## config.mk

```make
export PLATFORM = sky130hd
export DESIGN_NAME = pipeline_ctrl
export DESIGN_NICKNAME = d
export VERILOG_FILES = /design/src/rtl/pl_ctrl_pkg.sv /design/src/rtl/fwd_sel.sv /design/src/rtl/pipeline_ctrl.sv
export SDC_FILE = /design/constraint.sdc
export NUM_CORES = 1
export LEC_CHECK = 0
export CORE_MARGIN = 4
export CORE_UTILIZATION = 42
export CTS_CLUSTER_DIAMETER = 100
export DETAILED_ROUTE_END_ITERATION = 16
export HOLD_SLACK_MARGIN = 0.05
export PLACE_DENSITY_LB_ADDON = 0.08
export SLEW_MARGIN = 10
export SYNTH_ARGS = -nofsm -noshare
export SYNTH_HDL_FRONTEND = slang
export SYNTH_HIERARCHICAL = 1
export SYNTH_SLANG_ARGS = --single-unit
```

## constraint.sdc

```tcl
create_clock -name clk -period 3.7 [get_ports clk]
set_input_delay 0.74 -clock clk [delete_from_list [all_inputs] [get_ports clk]]
set_output_delay 0.74 -clock clk [all_outputs]
set_load 0.005 [all_outputs]
```

## src/rtl/pl_ctrl_pkg.sv

```systemverilog
// pl_ctrl_pkg: shared FSM encoding and select constants for pipeline_ctrl
package pl_ctrl_pkg;
    typedef enum logic [1:0] {ST_RUN, ST_WAIT, ST_FAULT} state_e;
    localparam logic [1:0] FWD_RF = 2'b00;
    localparam logic [1:0] FWD_W = 2'b01;
    localparam logic [1:0] FWD_M = 2'b10;
    localparam logic [1:0] RES_LOAD = 2'b01;
endpackage

```

## src/rtl/fwd_sel.sv

```systemverilog
// fwd_sel: E-stage operand forward select; rs_e vs M/W destinations, fwd = FWD_M/FWD_W/FWD_RF
import pl_ctrl_pkg::*;
module fwd_sel (
    input  logic [4:0] rs_e,
    input  logic [4:0] rd_m,
    input  logic [4:0] rd_w,
    input  logic       reg_write_m,
    input  logic       reg_write_w,
    output logic [1:0] fwd
);
    always_comb
        fwd = (reg_write_m && rd_m != 5'd0 && rd_m == rs_e) ? FWD_M :
              (reg_write_w && rd_w != 5'd0 && rd_w == rs_e) ? FWD_W : FWD_RF;
endmodule

```

## src/rtl/pipeline_ctrl.sv

```systemverilog
// pipeline_ctrl: hazard unit (forwarding, load-use, branch flush, memory-wait/timeout); ports: clk, reset, stage register indices, RegWriteM/W, ResultSrcE, PCSrcE, MemReqM/MemReadyM in; Stall*/Flush*, ForwardAE/BE, MemFault out; PIPE_PERF_COUNTERS_EN adds StallCount/FlushCount
import pl_ctrl_pkg::*;
module pipeline_ctrl #(
    parameter int WAIT_LIMIT = 16
) (
    input  logic       clk,
    input  logic       reset,
    input  logic [4:0] Rs1D,
    input  logic [4:0] Rs2D,
    input  logic [4:0] Rs1E,
    input  logic [4:0] Rs2E,
    input  logic [4:0] RdE,
    input  logic [4:0] RdM,
    input  logic [4:0] RdW,
    input  logic       RegWriteM,
    input  logic       RegWriteW,
    input  logic [1:0] ResultSrcE,
    input  logic       PCSrcE,
    input  logic       MemReqM,
    input  logic       MemReadyM,
    output logic       StallF,
    output logic       StallD,
    output logic       StallE,
    output logic       StallM,
    output logic       StallW,
    output logic       FlushD,
    output logic       FlushE,
    output logic       FlushM,
    output logic       FlushW,
    output logic [1:0] ForwardAE,
    output logic [1:0] ForwardBE,
    output logic       MemFault
`ifdef PIPE_PERF_COUNTERS_EN
    ,
    output logic [31:0] StallCount,
    output logic [31:0] FlushCount
`endif
);
    localparam logic [7:0] LIM = 8'(WAIT_LIMIT - 1);
    state_e state_q, state_d;
    logic [7:0] cnt_q, cnt_d;
    logic lu_q, lu_d;
    logic mem_stall, load_use, lu_act;
    logic [1:0] fa, fb;
    fwd_sel u_fwd_a (.rs_e(Rs1E), .rd_m(RdM), .rd_w(RdW), .reg_write_m(RegWriteM), .reg_write_w(RegWriteW), .fwd(fa));
    fwd_sel u_fwd_b (.rs_e(Rs2E), .rd_m(RdM), .rd_w(RdW), .reg_write_m(RegWriteM), .reg_write_w(RegWriteW), .fwd(fb));
    always_comb begin
        mem_stall = MemReqM & ~MemReadyM;
        load_use = ResultSrcE == RES_LOAD && RdE != 5'd0 && (RdE == Rs1D || RdE == Rs2D);
        // the stall inserts a bubble into E, so a hazard still visible the next cycle is the same one
        lu_act = load_use & ~PCSrcE & ~lu_q;
        state_d = state_q;
        cnt_d = 8'd0;
        lu_d = 1'b0;
        {StallF, StallD, StallE, StallM, StallW} = 5'b0;
        {FlushD, FlushE, FlushM, FlushW} = 4'b0;
        ForwardAE = fa;
        ForwardBE = fb;
        MemFault = state_q == ST_FAULT;
        if (state_q == ST_RUN)
            state_d = mem_stall ? ST_WAIT : ST_RUN;
        else if (state_q == ST_WAIT) begin
            cnt_d = (cnt_q == 8'hFF) ? cnt_q : cnt_q + 8'd1;
            state_d = MemReadyM ? ST_RUN : (mem_stall && cnt_q >= LIM) ? ST_FAULT : ST_WAIT;
        end else
            cnt_d = cnt_q;
        if (reset) begin
            {FlushD, FlushE, FlushM, FlushW} = 4'b1111;
            ForwardAE = FWD_RF;
            ForwardBE = FWD_RF;
        end else if (state_q == ST_FAULT || mem_stall) begin
            {StallF, StallD, StallE, StallM} = 4'b1111;
            FlushW = 1'b1;
            ForwardAE = (state_q == ST_FAULT) ? FWD_RF : fa;
            ForwardBE = (state_q == ST_FAULT) ? FWD_RF : fb;
        end else begin
            StallF = lu_act;
            StallD = lu_act;
            FlushD = PCSrcE;
            FlushE = PCSrcE | lu_act;
            lu_d = lu_act;
        end
    end
    always_ff @(posedge clk) begin
        if (reset) begin
            state_q <= ST_RUN;
            cnt_q <= 8'd0;
            lu_q <= 1'b0;
        end else begin
            state_q <= state_d;
            cnt_q <= cnt_d;
            lu_q <= lu_d;
        end
    end
`ifdef PIPE_PERF_COUNTERS_EN
    logic [31:0] stall_count_q, stall_count_d, flush_count_q, flush_count_d;
    always_comb begin
        stall_count_d = stall_count_q + 32'(StallF && stall_count_q != 32'hFFFFFFFF);
        flush_count_d = flush_count_q + 32'((FlushD | FlushE) && flush_count_q != 32'hFFFFFFFF);
    end
    always_ff @(posedge clk) begin
        if (reset) begin
            stall_count_q <= 32'd0;
            flush_count_q <= 32'd0;
        end else begin
            stall_count_q <= stall_count_d;
            flush_count_q <= flush_count_d;
        end
    end
    assign StallCount = stall_count_q;
    assign FlushCount = flush_count_q;
`endif
endmodule

```

Word-level counts from Yosys, hierarchy flattened
Index checks and enable logic that the tools add are counted.
Widths: inputs -> output; s select.

word-level totals
  register bits = 11
  output and inout bits = 14
  logic and storage cells = 67
  input port bits = 44

cells by class
  mux-type cells = 25
  magnitude comparators = 1
  $add $sub $neg = 1
  reductions and logical operators = 19
  eq/ne operators = 10
  bitwise logic cells = 8

operators by type and width
  operator             number
  $eq 5x5->1           6
  $mux 2               12
  $reduce_bool 5->1    3
  $mux 1               13
  $logic_and 1x1->1    9
  $add 8x1->8 const B  1
  $eq 8x8->1 const B   1
  $ge 8x4->1 const B   1
  $eq 2x1->1 const B   2
  $not 1->1            4
  $reduce_or 2->1      2
  $and 1x1->1          3
  $eq 2x2->1 const B   1
  $logic_not 2->1      1
  $logic_or 1x1->1     2
  $reduce_and 2->1     1
  $reduce_bool 2->1    1
  $or 1x1->1           1

Longest topological paths before layout
  depth in word-level cells = 8
  mapped depth = 5
  depth with buffers taken out = 5

Cells and area by module
Netlist, hierarchy kept.

modules (own cells, without submodules)
  module         seq. area each (um^2)  cells each  instances  area each (um^2)
  pipeline_ctrl  220.2                  94          1          772.0
  fwd_sel        0.0                    20          2          151.4

Least setup slack after synthesis
Ideal clock, no wire load.

  path kind = in2out
  from = in RdE[1]
  to = out StallF
  setup slack = 1.187 ns
  data required time = 2.960 ns
  buffers on the path = 1
  arrival time = 1.773 ns
  stages = 5
  cell sequence = or4_1 -> o21ai_1 -> or2_1 -> o22ai_1 -> buf_4

between the ends
  longest elaborated chain between the ends = 7
  elaborated cells on any way between the ends = 10
  those cells by class = eq/ne: 2; mux: 2; bitwise: 2; reduce/logical: 4

RTL lines
  what                                                   RTL line             RTL
  start: declaration                                     pipeline_ctrl.sv:12  input logic [4:0] RdE,
  $eq 5x5->1 or $reduce_bool 5->1 (tied branches)        pipeline_ctrl.sv:49  load_use = ResultSrcE == RES_LOAD && RdE != 5'd0 && (RdE == Rs1D || RdE == Rs2D);
  $logic_or 1x1->1 or $logic_and 1x1->1 (tied branches)  pipeline_ctrl.sv:49
  $logic_and 1x1->1 *                                    pipeline_ctrl.sv:49
  $and 1x1->1 * (2 in series)                            pipeline_ctrl.sv:51  lu_act = load_use & ~PCSrcE & ~lu_q;
  $mux 1 * (2 in series)                                 -
  end: declaration                                       pipeline_ctrl.sv:21  output logic StallF,

Every way passes the cells marked *; elsewhere a longest branch is shown, timed or not.

Final worst setup path
  from = in RdM[0]
  to = out ForwardBE[0]

between the ends
  longest elaborated chain between the ends = 7
  elaborated cells on any way between the ends = 8
  those cells by class = eq/ne: 1; mux: 4; reduce/logical: 3

RTL lines
  what                 RTL line             RTL
  start: declaration   pipeline_ctrl.sv:13  input logic [4:0] RdM,
  $reduce_bool 5->1    fwd_sel.sv:12        fwd = (reg_write_m && rd_m != 5'd0 && rd_m == rs_e) ? FWD_M :
  $logic_and 1x1->1    fwd_sel.sv:12
  $logic_and 1x1->1 *  fwd_sel.sv:12
  $mux 2 *             fwd_sel.sv:12
  via fb[0]            pipeline_ctrl.sv:44  logic [1:0] fa, fb;
  $mux 2               pipeline_ctrl.sv:75  ForwardBE = (state_q == ST_FAULT) ? FWD_RF : fb;
  $mux 2 *             pipeline_ctrl.sv:71  end else if (state_q == ST_FAULT || mem_stall) begin
  $mux 2 *             pipeline_ctrl.sv:67  if (reset) begin
  end: declaration     pipeline_ctrl.sv:31  output logic [1:0] ForwardBE,

Mark *: on every way through the listed nets, which the timed path passes. The rest lies on a longest branch.

==> metrics.cfg <==
[sta]
setup-tns-final_ns = 0
fmax_ghz = 0.293
holdWs_ns = 0.500
fin_skew_ns = 0.00560
setup_viol = 0
report.final.slew_viol_count = 0
hold_viol_final = 0
tightest_slew_ns = 0.600
period_share_pct = 92.1
min_period_ns = 3.41
maxSlewHeadroom_pct = 59.9
rsz0062_at_grt = no

[clock_tree]
htree_levels = 1
cts.sinks = 11
cts_root_buf = clkbuf_4
tritoncts = done
cts_buffers = 3
clk_latency_ns = 0.27
cts_max_path_buffers = 2
post_cts_buffers = 0
cts_resized = 0
clk_pin_slew_ns = 0.07
postCtsHoldBufs = 0

[drt]
route.met3.wl_um = 118
drc_errors = 0
top_layer = met4
via_per_inst = 5.18
drt_pre_antenna_iters = 4
wl_um = 2810
antenna_left = 0
wl_met2_um = 1490
wl_met1_um = 1180
routedWlPerCell_um = 12.8
initialDrtViolationCount = 29
num_vias = 1134

[floorplan]
dieArea_um2 = 3430
die_h_um = 58.6
initial_core_util_pct = 43.8
rows = 18
die_x_um = 58.6
core_um2 = 2450
io_pins = 58

[synthesis]
ys_types = 37
ys_ff_latch = 11
synthXorXnorAreaFrac_pct = 22.8
synth_mux_area_share_pct = 0.931
synth_compound_area_share_pct = 20.4
synth_adder_area_share_pct = 1.16
seq_area_frac_synth_pct = 20.5
synth_cells = 134
syn_avg_cell_area_um2 = 8.02
synth_area_um2 = 1070
ys_warn_count = 6
syn-num-nets = 179
synth_top_family_by_area = simple AND/OR/NAND/NOR gates
yosys.area_share.simple_pct = 28.6

[placed_design]
dpl.hpwl_um = 2470
gp_congestion = 0.800
io_buffers = 56
dp_cells = 215

[critical_path]
startpoint = RdM[0]
worst_setup_path_end_kind = output pin
worstSetupPathType = input port to output pin
arrival_ns = 2.67
critPathLaunchType = input port
reg2reg_to = cnt_q[1]
crit_fanout = 4
crit_end = ForwardBE[0]
crit_required_ns = 2.96
rr_startpoint = cnt_q[0]
rrSetupSlack_ns = 2.07
r2r.worst_path.cells = 5

[global_route]
grt_pass1_vias = 1125
grt_util_all_layers_pct = 16.5
antenna_found_initial = 0
grt_pass1_wl_um = 4510
grt_max_degree = 11
grt-ovfl-total = 0

[final_layout]
nets = 235
num_antenna_cells = 0
drive_gt1_share_pct = 6.88
ff_latch_area_um2 = 220
syn2layout_area_growth_pct = 54.9
multi_input_area_um2 = 798
fill_cells = 213
post-route-util_pct = 67.8
final_cell_count_no_fill = 219

[power_and_ir_drop]
p_leak_nw = 0.571
finalPower_uw = 323
powerDensity_nw_per_um2 = 194
ir_drop_uv = 169

[run_status]
status = finished clean

[worst_hold_path]
min_path_type = register to register

[job]
maxCapViolations = 0

==> synthesized netlist by cell type (all sizes together) <==
cell type / number / area share, %
o21bai: 1 / 0.70
or2: 1 / 0.58
o22ai: 1 / 0.58
dfxtp: 11 / 20
conb: 1 / 0.35
and2: 4 / 2.3
a21oi: 10 / 4.7
nand2b: 2 / 1.2
clkbuf: 1 / 0.35
o21ai: 4 / 1.9
o31ai: 4 / 4.1
a211oi: 2 / 2.3
buf: 4 / 2.8
mux2i: 1 / 0.93
a22oi: 1 / 0.70
nand3: 6 / 4.0
xor2: 18 / 15
inv: 6 / 2.1
nor4: 3 / 1.7
nand2: 7 / 2.4
or3: 3 / 1.7
nor2b: 1 / 1.3
o41ai: 2 / 3.0
and2b: 1 / 0.93
and3: 1 / 0.58
o311ai: 1 / 0.82
nor3: 9 / 5.1
nor4b: 1 / 0.82
nor2: 11 / 3.8
ha: 1 / 1.2
a2111oi: 2 / 1.6
xnor2: 10 / 8.1
or4: 3 / 2.1
==> per-layer routing <==
layer / global-route usage (%) / vias to the layer above
li1: - / 587
met1: 18.4 / 512
met2: 31.4 / 33
met3: 1.54 / 2
met4: 7.12 / 0
met5: 0 / -
==> where the power goes <==
part	total, mW	leakage (nW)	internal (mW)	switching, mW
logic	0.121	0.467	0.0731	0.0479
clock network	0.0820	0.0150	0.0417	0.0403
registers	0.120	0.0887	0.119	0.000735
total	0.323	0.571	0.234	0.0889
==> critical path, cell delays in order <==
cell and delay (ns):
clkdlybuf4s50_1 0.52, o41ai_2 0.45, a211oi_2 0.14, nor3_2 0.17
and2_1 0.14, clkdlybuf4s50_1 0.50
==> cells by family after synthesis <==
group | count (synthesis)
buf+inv | 11
xor+xnor | 28
mux | 1
fa+ha+maj | 1
compound gates | 28
other cells | 1
flops | 11
simple gates | 53
==> how the worst min path moves through the flow <==
stage,startpoint,endpoint,cells after the start
after CTS,cnt_q[7],cnt_q[7],2
after global placement,cnt_q[7],cnt_q[7],2
after detailed placement,cnt_q[7],cnt_q[7],2
final,cnt_q[7],cnt_q[7],2
after global routing,cnt_q[6],cnt_q[6],2
after floorplan,cnt_q[7],cnt_q[7],2
==> area by class of cell <==
class	instances	area share, %
multi-input combinational	112	47.9
sequential	11	13.2
clock buffer	4	1.58
tap	30	2.25
timing repair buffer	56	33.7
inverter	6	1.35
==> flip-flops by register name, indices dropped and copies added (netlist names) <==
register  cells
state_q       2
cnt_q         8
lu_q          1
==> placed cells by master, fill, tap and decap left out, drive strengths merged, types with 2 or more instances in the layout <==
| cell type | count |
|---|---|
| clkdlybuf4s50 | 56 |
| nand3 | 6 |
| nor4 | 3 |
| or3 | 3 |
| o21ai | 4 |
| nand2 | 7 |
| inv | 6 |
| nor3 | 9 |
| or4 | 3 |
| nor2 | 11 |
| a211oi | 2 |
| xor2 | 18 |
| a21oi | 10 |
| o31ai | 4 |
| a2111oi | 2 |
| xnor2 | 10 |
| clkbuf | 4 |
| nand2b | 2 |
| dfxtp | 11 |
| o41ai | 2 |
| and2 | 4 |
==> stage by stage <==
| step | setup WS, ns | cell area [µm²] |
|---|---|---|
| finish | 0.291 | 1670 |
| global route | 0.233 | 1670 |
| CTS | 0.330 | 1670 |
| detailed placement | 0.328 | 1640 |
| global placement | 0.367 | 1640 |
| floorplan | 1.19 | 1070 |
Note: power is estimated with default switching activity, not from simulation.
